`config.mk`:
```
export PLATFORM = sky130hd
export DESIGN_NAME = hdd_presence_monitor
export DESIGN_NICKNAME = d
export VERILOG_FILES = /design/src/rtl/hdd_presence_monitor_pkg.sv /design/src/rtl/hdd_presence_monitor_debounce.sv /design/src/rtl/hdd_presence_monitor.sv
export SDC_FILE = /design/constraint.sdc
export NUM_CORES = 1
export LEC_CHECK = 0
export CORE_AREA = 2 2 122 124
export DETAILED_ROUTE_END_ITERATION = 12
export DIE_AREA = 0 0 124 126
export GPL_ROUTABILITY_DRIVEN = 0
export PLACE_DENSITY = 0.79
export REMOVE_ABC_BUFFERS = 1
export SYNTH_ARGS = -nofsm -noshare
export SYNTH_HDL_FRONTEND = slang
export SYNTH_SLANG_ARGS = --single-unit
```
`constraint.sdc`:
```
create_clock -name SYSCLK -period 8 [get_ports SYSCLK]
set_clock_uncertainty 0.15 [all_clocks]
set_input_delay 0.8 -clock SYSCLK [delete_from_list [all_inputs] [get_ports SYSCLK]]
set_output_delay 0.8 -clock SYSCLK [all_outputs]
set_load 0.1 [all_outputs]
```
`src/rtl/hdd_presence_monitor_pkg.sv`:
```
// Shared defaults, register-map offsets and debounce FSM state type for the HDD presence monitor.
// The optional powered-bay-removal fault logic is built only when HDD_PWR_FAULT_EN is defined.
package hdd_presence_monitor_pkg;

  localparam int HDD_NUM       = 15;
  localparam int HDD_DEB_TICKS = 16;

  // I2C register-map offsets
  localparam logic [7:0] REG_PRESENT   = 8'h00;
  localparam logic [7:0] REG_CHANGE    = 8'h02;
  localparam logic [7:0] REG_INT_MASK  = 8'h04;
  localparam logic [7:0] REG_PWR_FAULT = 8'h06;

  typedef enum logic {
    ST_STABLE  = 1'b0,
    ST_QUALIFY = 1'b1
  } deb_state_t;

endpackage

```
`src/rtl/hdd_presence_monitor_debounce.sv`:
```
// Single-bit 2-flop synchronizer plus STABLE/QUALIFY debounce FSM.
// level is the accepted (active-low) pin level; edge_pulse is high for one cycle after each flip.
module hdd_debounce
  import hdd_presence_monitor_pkg::*;
#(
  parameter int DEB_TICKS = HDD_DEB_TICKS
) (
  input  logic       clk,
  input  logic       rst,
  input  logic       tick,
  input  logic       raw,
  output logic       level,
  output logic       edge_pulse,
  output deb_state_t state
);

  localparam int CW = $clog2(DEB_TICKS + 1);

  logic [1:0]    sync_q;
  logic          synced;
  deb_state_t    state_q, state_d;
  logic [CW-1:0] cnt_q, cnt_d;
  logic          level_q, level_d;
  logic          edge_q, edge_d;

  assign synced = sync_q[1];

  always_ff @(posedge clk or posedge rst) begin
    if (rst) begin
      sync_q  <= 2'b11;
      state_q <= ST_STABLE;
      cnt_q   <= '0;
      level_q <= 1'b1;
      edge_q  <= 1'b0;
    end else begin
      sync_q  <= {sync_q[0], raw};
      state_q <= state_d;
      cnt_q   <= cnt_d;
      level_q <= level_d;
      edge_q  <= edge_d;
    end
  end

  always_comb begin
    state_d = state_q;
    cnt_d   = cnt_q;
    level_d = level_q;
    edge_d  = 1'b0;
    case (state_q)
      ST_STABLE: begin
        cnt_d = '0;
        if (synced != level_q) state_d = ST_QUALIFY;
      end
      ST_QUALIFY: begin
        if (synced == level_q) begin
          cnt_d   = '0;
          state_d = ST_STABLE;
        end else if (tick) begin
          // The DEB_TICKS-th tick accepts the new level on this edge instead of storing the count
          if (cnt_q == CW'(DEB_TICKS - 1)) begin
            level_d = ~level_q;
            edge_d  = 1'b1;
            cnt_d   = '0;
            state_d = ST_STABLE;
          end else begin
            cnt_d = cnt_q + CW'(1);
          end
        end
      end
      default: begin
        cnt_d   = '0;
        state_d = ST_STABLE;
      end
    endcase
  end

  assign level      = level_q;
  assign edge_pulse = edge_q;
  assign state      = state_q;

endmodule

```
`src/rtl/hdd_presence_monitor.sv`:
```
// Debounced HDD presence with sticky change flags and a registered active-low interrupt.
// Define HDD_PWR_FAULT_EN to build sticky powered-bay-removal fault flags.
module hdd_presence_monitor
  import hdd_presence_monitor_pkg::*;
#(
  parameter int NUM_HDD   = HDD_NUM,
  parameter int DEB_TICKS = HDD_DEB_TICKS
) (
  input  logic               SYSCLK,
  input  logic               RESET,
  input  logic               TICK,
  input  logic [NUM_HDD-1:0] HDD_INSERT_L,
  input  logic [NUM_HDD-1:0] PWR_EN_HDD_L,
  output logic [NUM_HDD-1:0] STS_PRESENT,
  output logic [NUM_HDD-1:0] STS_CHANGE,
  input  logic               CLR_STB,
  input  logic [NUM_HDD-1:0] CLR_MASK,
  input  logic [NUM_HDD-1:0] INT_MASK,
  output logic               INT_L,
  output logic [NUM_HDD-1:0] PWR_FAULT,
  output logic [NUM_HDD-1:0] DEB_BUSY
);

  logic [NUM_HDD-1:0] level_vec;
  logic [NUM_HDD-1:0] edge_vec;
  logic [NUM_HDD-1:0] clr_vec;
  logic [NUM_HDD-1:0] present_q;
  logic [NUM_HDD-1:0] change_q;
  logic [NUM_HDD-1:0] fault_vec;
  logic               int_q;

  for (genvar i = 0; i < NUM_HDD; i++) begin : g_bay
    deb_state_t bay_state;
    hdd_debounce #(.DEB_TICKS(DEB_TICKS)) u_deb (
      .clk        (SYSCLK),
      .rst        (RESET),
      .tick       (TICK),
      .raw        (HDD_INSERT_L[i]),
      .level      (level_vec[i]),
      .edge_pulse (edge_vec[i]),
      .state      (bay_state)
    );
    assign DEB_BUSY[i] = (bay_state == ST_QUALIFY);
  end

  assign clr_vec = CLR_STB ? CLR_MASK : '0;

  // Set terms are ORed after the clear so a coincident edge wins
  always_ff @(posedge SYSCLK or posedge RESET) begin
    if (RESET) begin
      present_q <= '0;
      change_q  <= '0;
      int_q     <= 1'b1;
    end else begin
      present_q <= ~level_vec;
      change_q  <= (change_q & ~clr_vec) | edge_vec;
      int_q     <= ~|((change_q | fault_vec) & ~INT_MASK);
    end
  end

`ifdef HDD_PWR_FAULT_EN
  logic [NUM_HDD-1:0] fault_q;

  // A removal edge has the new accepted level high
  always_ff @(posedge SYSCLK or posedge RESET) begin
    if (RESET) begin
      fault_q <= '0;
    end else begin
      fault_q <= (fault_q & ~clr_vec) | (edge_vec & level_vec & ~PWR_EN_HDD_L);
    end
  end

  assign fault_vec = fault_q;
`else
  logic unused_pwr_en;
  assign unused_pwr_en = ^PWR_EN_HDD_L;
  assign fault_vec     = '0;
`endif

  assign STS_PRESENT = present_q;
  assign STS_CHANGE  = change_q;
  assign INT_L       = int_q;
  assign PWR_FAULT   = fault_vec;

endmodule
```
==> impl_metrics.yaml <==
logic_synthesis:
  syn_inst: 679
  synth.distinct_cells: 40
  yosys_warnings: 0
  synth-edff-count: 0
  ys_top_cells_by_area: "dfrtp_1 (45%), dfstp_2 (16%), nand2_1 (5.3%)"
  syn-cell-area_mm2: 0.007490
  yosysTopAreaCellShare: 0.4511
  ys_seq_area_frac: 0.6124
  synth_ff_type: "dfrtp_1"
  ys_seq_elements: 181
  postSynth.asyncResetShare: 1.000
  syn-mean-instance-area_um2: 11.03
  yosys.area.top_type: "dfrtp_1"
setup_path:
  crit_required_ns: 7.05
  end_kind: "output pin"
  cp_max_fo: 1
  path_buf_inv: 1
  cp_cell_sequence: "clkdlybuf4s50_1"
  cp_top_family: "buffers and inverters"
  crit_arrival_ns: 2.05
  path_class: "reg2out"
  timing.reg2reg.setup_slack_ns: 6.27
  max_stage_delay_ns: 1.12
  cp_slowest_cell: "clkdlybuf4s50_1"
  worstSetupStartpointType: "flop"
power_and_ir_drop:
  p_per_area_mw_per_mm2: 215.1
  pwr-share-clk: 0.427
  switching_power_uw: 472.4
  power_frac_seq: 0.490
  intPower_mw: 1.471
  leakagePower_nw: 4.146
  comb_power_share: 0.083
  swShare: 0.2431
  totalPowerFinal_mw: 1.943
  max-vdd-ir-drop_v: 0.0001286
cts:
  h-tree-depth: 4
  clock_latency_ns: 0.43
  post_cts_resized: 0
  post_cts_buffers: 0
  postCtsHoldBufs: 0
  cts_sinks: 181
  path_clk_slew_ns: 0.06
  cts_root_buffer: "clkbuf_16"
  ctsLongestPathBuffers: 2
  cts_tree: "done"
  numCtsBuffers: 17
sta:
  rsz0062_at_grt: "false"
  worst_slew_pin_slew_ns: 1.017
  worst_slew_margin_rel: 0.3199
  period_minus_slack_ns: 3.001
  setup_viol: 0
  maxClockFrequency_mhz: 333.2
  period_share: 0.3751
  drv_slew: 0
  hold_viol_final: 0
  tns_ns: 0
grt:
  grt_pass1_vias: 5232
  grt_max_degree: 99
  overflow: 0
  grt_pass1_wl_um: 23700
  antenna_found_initial: 0
  grt.total_usage: 0.1952
cells_and_area:
  regArea_mm2: 0.004587
  fill_cells: 1095
  nets: 843
  layout-drive-gt1-share: 0.1261
  utilization: 0.6313
  area.growth.synth_to_final_pct: 20.65
  multi_input_area_mm2: 0.002542
  final_area_mm2: 0.009036
  n_antenna_cell: 0
floorplanning:
  pin_count: 125
  core_area_mm2: 0.01431
  die_w_um: 124
  start_util: 0.5233
  num_rows: 44
  fp.dieH_um: 126
  die-area_mm2: 0.01562
run:
  cap_violations: 0
outcome:
  outcome: "complete, no violations"
detailed_routing:
  drt-initial-drc-count: 428
  drt-total-wl_um: 14220
  firstDrtPassIters: 4
  route.detailed.drc: 0
  viasPerCell: 5.360
  ant_nets: 0
  vias: 5151
  wl_per_cell_um: 14.80
placement:
  io_buffers: 94
  placed_cell_area_mm2: 0.008439
  dp_hpwl_um: 9554
worst_hold_path:
  hold_class: "reg2reg"
area by class of cell:
cell class,instances,area share
Inverter,33,0.01426
Timing Repair Buffer,96,0.1052
Tap cell,184,0.02548
Multi-Input combinational cell,435,0.2814
Sequential cell,181,0.5076
Clock inverter,10,0.01357
Clock buffer,22,0.05248
sequential cells by signal, summed over array words and instances (netlist names):
signal	count
STS_PRESENT	15
g_bay.u_deb.cnt_q	75
g_bay.u_deb.edge_pulse	15
g_bay.u_deb.sync_q	30
STS_CHANGE	15
INT_L	1
g_bay.u_deb.level	15
g_bay.u_deb.state	15
Yosys cell counts, types with 15 or more instances:
library cell  number
inv_1             33
dfstp_2           46
ha_1              15
a21oi_1           18
xor2_1            18
o21ai_0           27
buf_4             30
nor2_1            70
nor3_1            17
dfrtp_1          135
nand3_1           25
nand2_1          106
cells by family after synthesis:
group                    count (synthesis)  synth area share
multiplexers                            16           0.02356
buffers and inverters                   77           0.05513
AO/OA/AOI/OAI                           97           0.08654
flip-flops                             181            0.6124
AND/OR/NAND/NOR                        261            0.1605
adder cells (fa/ha/maj)                 15           0.02506
XOR/XNOR                                31           0.03625
other                                    1         0.0005007
worst paths after layout:
kind / start / end / cells past startpoint
hold / removal: g_bay[12].u_deb.sync_q[0] / g_bay[12].u_deb.sync_q[1] / 0
setup / recovery: INT_L / INT_L / 1
max in group asynchronous: RESET / g_bay[1].u_deb.cnt_q[0] / 3
hold reg to reg: g_bay[12].u_deb.sync_q[0] / g_bay[12].u_deb.sync_q[1] / 0
min in group asynchronous: RESET / STS_PRESENT[10] / 2
setup reg to reg: STS_CHANGE[2] / INT_L / 4
routing by layer:
layer / part of all wire / GRT usage / wire (µm) / vias to the layer above
li1: - / - / - / 2431
met1: 0.43 / 0.2457 / 6074 / 2548
met2: 0.51 / 0.3229 / 7192 / 150
met3: 0.049 / 0.04755 / 700 / 22
met4: 0.018 / 0.07997 / 255 / 0
met5: 0 / 0 / 0 / -
stage by stage:
step	std cells	hold WS (ns)	setup slack (ns)
2_1_floorplan	649	0.1952	2.211
3_3_place_gp	929	0.1956	4.901
3_5_place_dp	929	0.1978	4.807
4_1_cts	961	0.2031	4.972
5_1_grt	961	0.2053	4.959
6_report	961	0.2017	4.999
power by group through the flow:
| stage | Combinational [mW] | Clock [mW] | Sequential (mW) |
|---|---|---|---|
| after global placement | 0.158 | 0 | 0.967 |
| after CTS | 0.163 | 0.845 | 0.953 |
| final | 0.161 | 0.830 | 0.952 |
| after floorplan | 0.0746 | 0 | 0.998 |
| after global routing | 0.174 | 0.889 | 0.954 |
| after detailed placement | 0.162 | 0 | 0.968 |
cells in the final DEF, fill, tap and decap left out, types with 3 or more instances in the layout:
| master | instances |
|---|---|
| and4b_1 | 4 |
| dfstp_2 | 46 |
| clkinvlp_4 | 3 |
| mux2_2 | 13 |
| o21ai_0 | 27 |
| nor2_1 | 70 |
| xor2_1 | 18 |
| nand4b_1 | 12 |
| mux2i_1 | 3 |
| clkbuf_8 | 3 |
| nor3_1 | 17 |
| clkbuf_16 | 17 |
| dfrtp_1 | 135 |
| a21o_1 | 14 |
| a41oi_1 | 13 |
| clkdlybuf4s50_1 | 93 |
| nand2b_1 | 13 |
| a311oi_1 | 13 |
| ha_1 | 15 |
| clkinv_4 | 3 |
| conb_1 | 15 |
| xnor2_1 | 13 |
| a21oi_1 | 18 |
| o22ai_1 | 6 |
| nand2_1 | 106 |
| inv_1 | 32 |
| and3_1 | 4 |
| nand3_1 | 25 |
Note: power is estimated with default switching activity, not from simulation.
